<file path="src/rtl/asmi_arbiter_if.sv">
// Bus bundle between the two flash clients, the arbiter and the ASMI megafunction.
// The slave view belongs to the arbiter; the master view drives the clients and the ASMI busy flag.
interface asmi_arbiter_if;
  logic [1:0]  req;
  logic [23:0] c0_addr;
  logic [23:0] c1_addr;
  logic [5:0]  c0_cmd;
  logic [5:0]  c1_cmd;
  logic [7:0]  c0_datain;
  logic        asmi_busy;
  logic [23:0] asmi_addr;
  logic [5:0]  asmi_cmd;
  logic [7:0]  asmi_datain;
  logic [1:0]  gnt;
  logic [1:0]  timeout_err;

  modport slave (
    input  req, c0_addr, c1_addr, c0_cmd, c1_cmd, c0_datain, asmi_busy,
    output asmi_addr, asmi_cmd, asmi_datain, gnt, timeout_err
  );

  modport master (
    output req, c0_addr, c1_addr, c0_cmd, c1_cmd, c0_datain, asmi_busy,
    input  asmi_addr, asmi_cmd, asmi_datain, gnt, timeout_err
  );
endinterface

</file>
<file path="src/rtl/asmi_arbiter.sv">
// Two-client ownership arbiter for the ASMI flash port: round-robin grant, idle-owner
// revoke with timeout pulse, and a settle window after release before the next grant.
module asmi_arbiter #(
  parameter int unsigned TIMEOUT_CYCLES = 25000000,
  parameter int unsigned SETTLE_CYCLES  = 2
) (
  input  logic           clock,
  input  logic           reset_n,
  asmi_arbiter_if.slave  bus
);
  typedef enum logic [1:0] {IDLE, OWN0, OWN1, DRAIN} state_t;

  localparam logic [24:0] IDLE_LAST = 25'(TIMEOUT_CYCLES - 1);

  state_t      state_q, state_d;
  logic [24:0] idle_q, idle_d;
  logic [15:0] settle_q, settle_d;
  logic        last_q, last_d;
  logic [1:0]  revoked_q, revoked_d;
  logic [1:0]  tmo_q, tmo_d;
  logic [1:0]  gnt_q, gnt_d;

  logic [1:0]  elig;
  logic        own1;
  logic        own_req;
  logic        own_active;
  logic [5:0]  own_cmd;

  function automatic logic [24:0] sat_inc25(input logic [24:0] v);
    return (&v) ? v : v + 25'd1;
  endfunction

  function automatic logic [15:0] sat_inc16(input logic [15:0] v);
    return (&v) ? v : v + 16'd1;
  endfunction

  assign elig       = bus.req & ~revoked_q;
  assign own1       = (state_q == OWN1);
  assign own_cmd    = own1 ? bus.c1_cmd : bus.c0_cmd;
  assign own_req    = own1 ? bus.req[1] : bus.req[0];
  assign own_active = bus.asmi_busy | (|own_cmd);

  always_comb begin
    state_d   = state_q;
    idle_d    = '0;
    settle_d  = '0;
    last_d    = last_q;
    revoked_d = revoked_q & bus.req;
    tmo_d     = '0;
    case (state_q)
      IDLE: begin
        if (elig == 2'b01 || (elig == 2'b11 && last_q)) begin
          state_d = OWN0;
          last_d  = 1'b0;
        end else if (elig != 2'b00) begin
          state_d = OWN1;
          last_d  = 1'b1;
        end
      end
      OWN0, OWN1: begin
        idle_d = own_active ? '0 : sat_inc25(idle_q);
        // A release in the timeout cycle wins: no pulse, no revoke.
        if (!own_req) begin
          state_d = DRAIN;
        end else if (!own_active && idle_q >= IDLE_LAST) begin
          state_d   = DRAIN;
          tmo_d     = own1 ? 2'b10 : 2'b01;
          revoked_d = revoked_d | (own1 ? 2'b10 : 2'b01);
        end
      end
      DRAIN: begin
        if (bus.asmi_busy) begin
          settle_d = '0;
        end else if (({16'd0, settle_q} + 32'd1) >= SETTLE_CYCLES) begin
          state_d = IDLE;
        end else begin
          settle_d = sat_inc16(settle_q);
        end
      end
      default: state_d = IDLE;
    endcase

    case (state_d)
      OWN0:    gnt_d = 2'b01;
      OWN1:    gnt_d = 2'b10;
      default: gnt_d = 2'b00;
    endcase
  end

  always_ff @(posedge clock or negedge reset_n) begin
    if (!reset_n) begin
      state_q   <= IDLE;
      idle_q    <= '0;
      settle_q  <= '0;
      last_q    <= 1'b1;
      revoked_q <= '0;
      tmo_q     <= '0;
      gnt_q     <= '0;
    end else begin
      state_q   <= state_d;
      idle_q    <= idle_d;
      settle_q  <= settle_d;
      last_q    <= last_d;
      revoked_q <= revoked_d;
      tmo_q     <= tmo_d;
      gnt_q     <= gnt_d;
    end
  end

  // Owner strobes pass straight through so the flash sees them with no added latency.
  always_comb begin
    bus.asmi_addr   = '0;
    bus.asmi_cmd    = '0;
    bus.asmi_datain = '0;
    case (state_q)
      OWN0: begin
        bus.asmi_addr   = bus.c0_addr;
        bus.asmi_cmd    = bus.c0_cmd;
        bus.asmi_datain = bus.c0_datain;
      end
      OWN1: begin
        bus.asmi_addr = bus.c1_addr;
        bus.asmi_cmd  = bus.c1_cmd;
      end
      default: ;
    endcase
  end

  assign bus.gnt         = gnt_q;
  assign bus.timeout_err = tmo_q;
endmodule

</file>
<file path="src/flat_wrapper.sv">
// flat-port wrapper written by rule: the top's interface ports become plain ports
module asmi_arbiter_flat 
#(
  parameter int unsigned TIMEOUT_CYCLES = 25000000,
  parameter int unsigned SETTLE_CYCLES  = 2
)
  (clock, reset_n, bus_req, bus_c0_addr, bus_c1_addr, bus_c0_cmd, bus_c1_cmd, bus_c0_datain, bus_asmi_busy, bus_asmi_addr, bus_asmi_cmd, bus_asmi_datain, bus_gnt, bus_timeout_err);
  asmi_arbiter_if bus_i ();
  input  logic clock;
  input  logic reset_n;
  input wire logic [$bits(bus_i.req)-1:0] bus_req;
  input wire logic [$bits(bus_i.c0_addr)-1:0] bus_c0_addr;
  input wire logic [$bits(bus_i.c1_addr)-1:0] bus_c1_addr;
  input wire logic [$bits(bus_i.c0_cmd)-1:0] bus_c0_cmd;
  input wire logic [$bits(bus_i.c1_cmd)-1:0] bus_c1_cmd;
  input wire logic [$bits(bus_i.c0_datain)-1:0] bus_c0_datain;
  input wire logic [$bits(bus_i.asmi_busy)-1:0] bus_asmi_busy;
  output wire logic [$bits(bus_i.asmi_addr)-1:0] bus_asmi_addr;
  output wire logic [$bits(bus_i.asmi_cmd)-1:0] bus_asmi_cmd;
  output wire logic [$bits(bus_i.asmi_datain)-1:0] bus_asmi_datain;
  output wire logic [$bits(bus_i.gnt)-1:0] bus_gnt;
  output wire logic [$bits(bus_i.timeout_err)-1:0] bus_timeout_err;
  assign bus_i.req = bus_req;
  assign bus_i.c0_addr = bus_c0_addr;
  assign bus_i.c1_addr = bus_c1_addr;
  assign bus_i.c0_cmd = bus_c0_cmd;
  assign bus_i.c1_cmd = bus_c1_cmd;
  assign bus_i.c0_datain = bus_c0_datain;
  assign bus_i.asmi_busy = bus_asmi_busy;
  assign bus_asmi_addr = bus_i.asmi_addr;
  assign bus_asmi_cmd = bus_i.asmi_cmd;
  assign bus_asmi_datain = bus_i.asmi_datain;
  assign bus_gnt = bus_i.gnt;
  assign bus_timeout_err = bus_i.timeout_err;
  asmi_arbiter #(.TIMEOUT_CYCLES(TIMEOUT_CYCLES), .SETTLE_CYCLES(SETTLE_CYCLES)) u_core (.clock(clock), .reset_n(reset_n), .bus(bus_i));
endmodule
</file>
<file path="config.mk">
export PLATFORM = sky130hd
export DESIGN_NAME = asmi_arbiter_flat
export DESIGN_NICKNAME = d
export VERILOG_FILES = /design/src/rtl/asmi_arbiter_if.sv /design/src/rtl/asmi_arbiter.sv /design/src/flat_wrapper.sv
export SDC_FILE = /design/constraint.sdc
export NUM_CORES = 1
export LEC_CHECK = 0
export BUFFER_PORTS_ARGS = -buffer_cell sky130_fd_sc_hd__buf_2
export CAP_MARGIN = 40
export CORE_UTILIZATION = 53
export DETAILED_ROUTE_END_ITERATION = 7
export GPL_ROUTABILITY_DRIVEN = 1
export PLACE_DENSITY = 0.85
export SLEW_MARGIN = 20
export SYNTH_ARGS = -nofsm -noshare
export SYNTH_HDL_FRONTEND = slang
export SYNTH_SLANG_ARGS = --single-unit
</file>
<file path="constraint.sdc">
create_clock -name clock -period 6.5 [get_ports clock]
set_clock_uncertainty 0.15 [all_clocks]
set_input_delay 0.65 -clock clock [delete_from_list [all_inputs] [get_ports clock]]
set_output_delay 0.65 -clock clock [all_outputs]
set_load 0.02 [all_outputs]
</file>
==> metrics.txt, run 1 <==
# TYPE chip_impl_metric gauge
chip_impl_metric{name="ys_types",unit=""} 52
chip_impl_metric{name="fp-row-count",unit=""} 26
chip_impl_metric{name="routabilityCongestion",unit=""} 0.879
chip_impl_metric{name="wl_per_cell",unit="um"} 15.2
chip_impl_info{name="cts_tree",value="built"} 1
chip_impl_info{name="clockRootBuffer",value="sky130_fd_sc_hd__clkbuf_8"} 1
chip_impl_metric{name="area_of_the_multi_input_gates",unit="sq um"} 1710
chip_impl_info{name="critical_path.top_delay_family",value="buffers and inverters"} 1
chip_impl_info{name="startpoint_type",value="flop"} 1
chip_impl_metric{name="layout.cell_area.non_filler",unit="sq um"} 3810
chip_impl_metric{name="postCtsSetupRepairBufs",unit=""} 0
chip_impl_metric{name="vdd_drop_max",unit="uV"} 187
chip_impl_metric{name="dieWidth",unit="um"} 76.9
chip_impl_metric{name="clock.fmax",unit="MHz"} 310
chip_impl_metric{name="relSlewSlack",unit=""} 0.612
chip_impl_metric{name="post_synth_instance_area",unit="sq um"} 2970
chip_impl_metric{name="core_area",unit="sq um"} 5240
chip_impl_metric{name="tightest_slew",unit="ns"} 0.577
chip_impl_metric{name="die_h",unit="um"} 76.9
chip_impl_metric{name="cts_h_tree_lvls",unit=""} 2
chip_impl_metric{name="max-clock-path-buffers",unit=""} 2
chip_impl_metric{name="detail_route.iter0.violations",unit=""} 150
chip_impl_metric{name="timing.setup.tns",unit="ns"} 0
chip_impl_metric{name="worst-endpoint-required",unit="ns"} 5.70
chip_impl_metric{name="layout.area.seq",unit="sq um"} 1250
chip_impl_metric{name="clock_sink_count",unit=""} 50
chip_impl_metric{name="synth_seq_cells",unit=""} 50
chip_impl_metric{name="hpwlAfterDp",unit="um"} 6360
chip_impl_metric{name="final_max_slew_viol_count",unit=""} 0
chip_impl_metric{name="clock_pin_slew_reported_for_the_worst_setup_and_hold_paths_after_clock_tree_synthesis",unit="ns"} 0.08
chip_impl_metric{name="global_route.usage.total",unit=""} 0.286
chip_impl_info{name="path_class",value="reg2out"} 1
chip_impl_metric{name="globalRouteOverflowTotal",unit=""} 0
chip_impl_metric{name="cell_count_after_synthesis",unit=""} 318
chip_impl_metric{name="post_route_clock_period_utilization",unit=""} 0.496
chip_impl_metric{name="cts_inserted_buffers",unit=""} 5
chip_impl_metric{name="async_set_or_reset_register_ratio_after_synthesis",unit=""} 1.00
chip_impl_metric{name="antenna_violation_net_count_after_detailed_routing",unit=""} 0
chip_impl_metric{name="count_of_warnings_emitted_by_yosys",unit=""} 0
chip_impl_info{name="ys_dominant_reg_cell",value="sky130_fd_sc_hd__dfrtp_1"} 1
chip_impl_metric{name="total_leakage_power",unit="uW"} 0.00186
chip_impl_info{name="outcome",value="finished clean"} 1
chip_impl_metric{name="initial_utilization",unit=""} 0.568
chip_impl_info{name="crit_chain",value="inv_1 -> ha_1 -> and2_1 -> buf_6 -> a22o_1 -> buf_2"} 1
chip_impl_metric{name="maxCapViolations",unit=""} 0
chip_impl_metric{name="worst-path-buf-inv",unit=""} 3
chip_impl_metric{name="placement.io_buffers",unit=""} 114
chip_impl_info{name="critical_path.slowest_cell",value="sky130_fd_sc_hd__and2_1"} 1
chip_impl_metric{name="detail_route.wirelength",unit="um"} 7940
chip_impl_metric{name="dpl-instance-area",unit="sq um"} 3710
chip_impl_metric{name="max_fo_critical_path",unit=""} 17
chip_impl_info{name="timing.hold.worst.class",value="in2async"} 1
chip_impl_metric{name="grt_antenna_before_repair",unit=""} 3
chip_impl_metric{name="firstDrtPassIters",unit=""} 4
chip_impl_metric{name="cpPeakStageDelay",unit="ns"} 0.49
chip_impl_metric{name="arrival",unit="ns"} 2.43
chip_impl_metric{name="dieArea",unit="sq um"} 5910
chip_impl_metric{name="cellPowerDensity",unit="nW/um^2"} 291
chip_impl_metric{name="syn-mean-instance-area",unit="sq um"} 9.35
chip_impl_metric{name="synth_edf_count",unit=""} 0
chip_impl_metric{name="worst_skew_pair.late_latency",unit="ns"} 0.31
chip_impl_metric{name="num_vias",unit=""} 2933
chip_impl_metric{name="fin_crit",unit="ns"} 3.23
chip_impl_metric{name="final.hold.worst_slack",unit="ns"} 0.185
chip_impl_metric{name="seq_area_frac_synth",unit=""} 0.421
chip_impl_metric{name="number_of_top_level_pins",unit=""} 115
chip_impl_info{name="grt_setup_unrepaired",value="no"} 1
chip_impl_metric{name="cts-hold-fix-buffers",unit=""} 0
chip_impl_metric{name="setup_viol",unit=""} 0
chip_impl_metric{name="global_route_wire_length_before_repair",unit="um"} 13300
chip_impl_metric{name="first_global_vias",unit=""} 2830
chip_impl_metric{name="detail_route.vias_per_cell",unit=""} 5.62
chip_impl_metric{name="timing_hold_violations_final",unit=""} 0
chip_impl_metric{name="layout-area-overhead-vs-synth",unit="%"} 28.2
chip_impl_metric{name="filler_cell_count",unit=""} 400
chip_impl_metric{name="post_route_cells_drive_above_1_share",unit=""} 0.307
chip_impl_metric{name="grt_max_degree",unit=""} 29
chip_impl_metric{name="cts_resized",unit=""} 0
chip_impl_metric{name="drc_violation_count_after_routing",unit=""} 0
chip_impl_info{name="critical_path_end_type",value="output port"} 1
chip_impl_metric{name="fin_nets",unit=""} 529
==> synth_stat cells (all sizes together), types with 2 or more instances <==
library cell  instances  area [sq um]
or2                   3          18.8
mux2i                 2          20.0
o21ai                12          63.8
nand2                18          67.6
or4                   6          48.8
clkbuf                9          33.8
nand4                10          68.8
o22ai                 2          12.5
xnor2                 4          35.0
and2                 13          81.3
a31oi                 4          25.0
dfrtp                49          1230
nor2                 40           150
nand3                13          65.1
ha                    8           100
nor3                  6          30.0
and3                  7          43.8
nand2b                4          25.0
a21oi                10          50.1
a22o                 30           263
and4                  4          36.3
nor4b                 2          23.8
a311o                 2          22.5
a211oi                2          15.0
o21a                  2          15.0
or3                   5          31.3
nor4                  9          56.3
inv                   9          33.8
xor2                 16           140
==> state kept, by name, indices dropped and copies added (netlist names) <==
register / count
u_core.last_q: 1
u_core.bus.gnt: 2
u_core.state_q: 2
u_core.revoked_q: 2
u_core.settle_q: 16
u_core.idle_q: 25
u_core.bus.timeout_err: 2
==> cell families after synthesis <==
group	share of synthesized area
compound gates	0.188
xor+xnor	0.0589
fa+ha+maj	0.0337
buf+inv	0.0227
flops	0.421
mux	0.00673
other cells	0.00126
simple gates	0.267
==> final cells by class <==
cell class / count / share of cell area
sequential: 50 / 0.329
clock inverter: 1 / 0.00131
multi-input combinational: 264 / 0.448
antenna: 3 / 0.00197
inverter: 9 / 0.00887
tap: 70 / 0.0230
clock buffer: 7 / 0.0227
timing repair buffer: 118 / 0.166
==> path summary, 6_finish.rpt <==
kind | startpoint | to | slack [ns] | cells after the start
max in group asynchronous | reset_n | u_core.last_q | 5.41 | 2
setup / recovery | u_core.state_q[1] | bus_asmi_addr[1] | 3.27 | 6
setup reg to reg | u_core.state_q[0] | u_core.idle_q[19] | 3.54 | 10
hold / removal | reset_n | u_core.settle_q[1] | 0.18 | 1
hold reg to reg | u_core.revoked_q[1] | u_core.revoked_q[1] | 0.37 | 1
min in group clock | u_core.revoked_q[1] | u_core.revoked_q[1] | 0.37 | 1
==> cells in the final DEF, fill, tap and decap left out, drive strengths merged, types with 7 or more instances in the layout <==
cell / netlist / final
nand3: 13 / 13
dfrtp: 49 / 49
a21oi: 10 / 10
and3: 7 / 7
inv: 9 / 9
nor2: 40 / 40
and2: 13 / 13
o21ai: 12 / 12
nor4: 9 / 9
a22o: 30 / 30
buf: 0 / 118
ha: 8 / 8
nand4: 10 / 10
nand2: 18 / 18
xor2: 16 / 16
clkbuf: 9 / 7
conb: 1 / 15
==> stage by stage <==
step                       util  total power (uW)  setup WS, ns  std cells
after floorplan               -               741          3.93        332
after global placement    0.697               898          3.49        507
after detailed placement  0.709               927          3.44        511
after CTS                 0.726              1110          3.30        519
after global routing      0.727              1170          3.09        522
final                     0.727              1110          3.27        522
==> layer usage <==
metal	wire length [um]	track usage	share of wire	up-vias
met5	0	0	0	-
met4	279	0.144	0.035	0
met3	488	0.0702	0.061	20
met2	3920	0.483	0.49	111
met1	3250	0.337	0.41	1381
li1	-	-	-	1421
==> where the power goes <==
part | leakage, uW | internal [uW] | total [uW] | switching [uW]
Combinational | 0.00115 | 227 | 571 | 344
Clock | 0.0000482 | 85.9 | 183 | 96.7
Sequential | 0.000656 | 332 | 354 | 21.7
Total | 0.00186 | 645 | 1110 | 462
(Power assumes the default switching activity.)
==> run 2, diff against run 1 <==
--- a/config.mk
+++ b/config.mk
@@ -7,10 +7,10 @@
 export LEC_CHECK = 0
 export BUFFER_PORTS_ARGS = -buffer_cell sky130_fd_sc_hd__buf_2
 export CAP_MARGIN = 40
-export CORE_UTILIZATION = 53
+export CORE_UTILIZATION = 49
 export DETAILED_ROUTE_END_ITERATION = 7
 export GPL_ROUTABILITY_DRIVEN = 1
-export PLACE_DENSITY = 0.85
+export PLACE_DENSITY = 0.79
 export SLEW_MARGIN = 20
 export SYNTH_ARGS = -nofsm -noshare
 export SYNTH_HDL_FRONTEND = slang
==> constraint.sdc (replaced) <==
create_clock -name clock -period 3.2 [get_ports clock]
set_clock_uncertainty 0.15 [all_clocks]
set_input_delay 0.32 -clock clock [delete_from_list [all_inputs] [get_ports clock]]
set_output_delay 0.32 -clock clock [all_outputs]
set_load 0.02 [all_outputs]
==> metrics.txt, run 2 (synthesis results as in run 1) <==
# TYPE chip_impl_metric gauge
chip_impl_info{name="outcome",value="finished clean"} 1
chip_impl_metric{name="timing.setup.tns",unit="ns"} 0
chip_impl_info{name="grt_setup_unrepaired",value="no"} 1
chip_impl_metric{name="global_route.usage.total",unit=""} 0.244
chip_impl_metric{name="fin_nets",unit=""} 532
chip_impl_metric{name="netSwitchingPower",unit="uW"} 940
chip_impl_info{name="largestRegisters",value="u_core.idle_q x25, u_core.settle_q x16"} 1
chip_impl_metric{name="antenna_violation_net_count_after_detailed_routing",unit=""} 0
chip_impl_metric{name="layout-area-overhead-vs-synth",unit="%"} 28.3
chip_impl_metric{name="timing_hold_violations_final",unit=""} 0
chip_impl_info{name="path_class",value="reg2out"} 1
chip_impl_metric{name="place_worst_setup_slack",unit="ns"} 0.432
chip_impl_metric{name="cts_h_tree_lvls",unit=""} 2
chip_impl_metric{name="globalRouteOverflowTotal",unit=""} 0
chip_impl_metric{name="worst_skew_pair.late_latency",unit="ns"} 0.30
chip_impl_metric{name="firstDrtPassIters",unit=""} 4
chip_impl_metric{name="core_area",unit="sq um"} 5890
chip_impl_metric{name="cts-hold-fix-buffers",unit=""} 1
chip_impl_metric{name="clock_pin_slew_reported_for_the_worst_setup_and_hold_paths_after_clock_tree_synthesis",unit="ns"} 0.09
chip_impl_metric{name="detail_route.iter0.violations",unit=""} 179
chip_impl_metric{name="reg2reg_setup_slack",unit="ns"} 0.41
chip_impl_metric{name="detail_route.wirelength",unit="um"} 7880
chip_impl_metric{name="antenna-diode-count",unit=""} 0
chip_impl_metric{name="wl_per_cell",unit="um"} 14.9
chip_impl_metric{name="num_vias",unit=""} 2932
chip_impl_metric{name="vdd_drop_max",unit="uV"} 482
chip_impl_metric{name="grt_max_degree",unit=""} 34
chip_impl_info{name="mostFrequentLayoutCell",value="sky130_fd_sc_hd__buf_2"} 1
chip_impl_metric{name="die_h",unit="um"} 79.9
chip_impl_info{name="largest_register",value="u_core.idle_q"} 1
chip_impl_metric{name="layout.area.seq",unit="sq um"} 1250
chip_impl_info{name="critical_path_end_type",value="output port"} 1
chip_impl_metric{name="tightest_slew",unit="ns"} 0.607
chip_impl_metric{name="global_route_wire_length_before_repair",unit="um"} 11900
chip_impl_metric{name="dieArea",unit="sq um"} 6380
chip_impl_metric{name="grt_antenna_before_repair",unit=""} 0
chip_impl_metric{name="placement.io_buffers",unit=""} 114
chip_impl_metric{name="largest_register_ffs",unit=""} 25
chip_impl_metric{name="total_leakage_power",unit="uW"} 0.00186
chip_impl_metric{name="share_comb_of_total_power",unit=""} 0.515
chip_impl_metric{name="clock_sink_count",unit=""} 50
chip_impl_metric{name="fin_crit",unit="ns"} 2.90
chip_impl_metric{name="postCtsSetupRepairBufs",unit=""} 0
chip_impl_metric{name="max-clock-path-buffers",unit=""} 2
chip_impl_info{name="timing.hold.worst.class",value="in2reg"} 1
chip_impl_metric{name="p_sw_frac",unit=""} 0.422
chip_impl_metric{name="relSlewSlack",unit=""} 0.595
chip_impl_metric{name="area_of_the_multi_input_gates",unit="sq um"} 1710
chip_impl_metric{name="fp-row-count",unit=""} 28
chip_impl_metric{name="layout.core_utilization",unit=""} 0.648
chip_impl_info{name="cts_tree",value="built"} 1
chip_impl_metric{name="share_clk_of_total_power",unit=""} 0.161
chip_impl_metric{name="final_max_slew_viol_count",unit=""} 0
chip_impl_metric{name="post_route_cells_drive_above_1_share",unit=""} 0.312
chip_impl_metric{name="hpwlAfterDp",unit="um"} 6230
chip_impl_metric{name="cellPowerDensity",unit="nW/um^2"} 584
chip_impl_metric{name="worst-endpoint-required",unit="ns"} 2.73
chip_impl_metric{name="internal_power",unit="uW"} 1290
chip_impl_metric{name="filler_cell_count",unit=""} 496
chip_impl_metric{name="arrival",unit="ns"} 2.43
chip_impl_metric{name="max_fo_critical_path",unit=""} 18
chip_impl_metric{name="cts_inserted_buffers",unit=""} 5
chip_impl_metric{name="seq_power_share",unit=""} 0.324
chip_impl_metric{name="fin_ws",unit="ns"} 0.304
chip_impl_metric{name="first_global_vias",unit=""} 2537
chip_impl_metric{name="maxCapViolations",unit=""} 0
chip_impl_metric{name="final.hold.worst_slack",unit="ns"} 0.125
chip_impl_metric{name="number_of_top_level_pins",unit=""} 115
chip_impl_info{name="clockRootBuffer",value="sky130_fd_sc_hd__clkbuf_8"} 1
chip_impl_metric{name="clock.fmax",unit="MHz"} 345
chip_impl_metric{name="detail_route.vias_per_cell",unit=""} 5.56
chip_impl_metric{name="routabilityCongestion",unit=""} 0.884
chip_impl_metric{name="setup_viol",unit=""} 0
chip_impl_metric{name="cts_resized",unit=""} 0
chip_impl_info{name="startpoint_type",value="flop"} 1
chip_impl_metric{name="dieWidth",unit="um"} 79.9
chip_impl_info{name="highest_count_cells_in_the_layout_ignoring_fill_and_taps",value="sky130_fd_sc_hd__buf_2, sky130_fd_sc_hd__dfrtp_1, sky130_fd_sc_hd__nor2_1"} 1
chip_impl_metric{name="drc_violation_count_after_routing",unit=""} 0
chip_impl_metric{name="initial_utilization",unit=""} 0.505
chip_impl_metric{name="post_route_clock_period_utilization",unit=""} 0.905
[run 2: changes by cell type in the layout (fill, tap and decap cells not counted), sizes merged]
cell / delta
buf: +2
clkbuf: -2
clkinv: +1
clkinvlp: +1
diode: -3
dlygate4sd3: +1
[run 2: final cells by class]
class,count,area share
clock inverter,3,0.00558
inverter,9,0.00886
multi-input combinational,264,0.447
sequential,50,0.328
timing repair buffer,121,0.167
clock buffer,5,0.0180
tap,75,0.0246
[run 2: worst max-delay path, cell delays in order (launching register included)]
cell and delay, ns:
sky130_fd_sc_hd__dfrtp_1 0.46, sky130_fd_sc_hd__inv_1 0.12, sky130_fd_sc_hd__ha_1 0.42, sky130_fd_sc_hd__and2_1 0.56, sky130_fd_sc_hd__buf_4 0.26, sky130_fd_sc_hd__a22o_1 0.13, sky130_fd_sc_hd__buf_2 0.16
[run 2: routing by layer]
layer | vias to the layer above | global-route usage | routed length (um)
met1 | 1392 | 0.301 | 3300
li1 | 1425 | - | -
met4 | 0 | 0.0625 | 114
met3 | 9 | 0.0446 | 460
met5 | - | 0 | 0
met2 | 106 | 0.438 | 4000
[run 2: path summary, 6_finish.rpt]
check                                         start                   endpoint  cells after the start
worst max register to register    u_core.state_q[0]        u_core.revoked_q[1]                      8
min in group asynchronous                   reset_n        u_core.settle_q[12]                      2
worst min register to register  u_core.revoked_q[0]        u_core.revoked_q[0]                      2
worst min-delay path                     bus_req[1]        u_core.revoked_q[1]                      2
max in group asynchronous                   reset_n  u_core.bus.timeout_err[0]                      3
worst max-delay path              u_core.state_q[0]           bus_asmi_addr[8]                      6
[run 2: power groups by stage]
stage | clock (uW) | combinational [uW] | sequential [uW]
after floorplan | 0 | 775 | 730
after global placement | 0 | 1120 | 729
after detailed placement | 0 | 1140 | 732
after CTS | 373 | 1140 | 719
after global routing | 406 | 1240 | 726
final | 359 | 1150 | 720
[run 2: stage by stage]
step           power [uW]  instance area, sq um  instances
6_report             2230                  3810        527
5_1_grt              2370                  3810        527
4_1_cts              2240                  3810        527
3_5_place_dp         1870                  3710        518
3_3_place_gp         1850                  3690        517
2_1_floorplan        1500                  3030        332
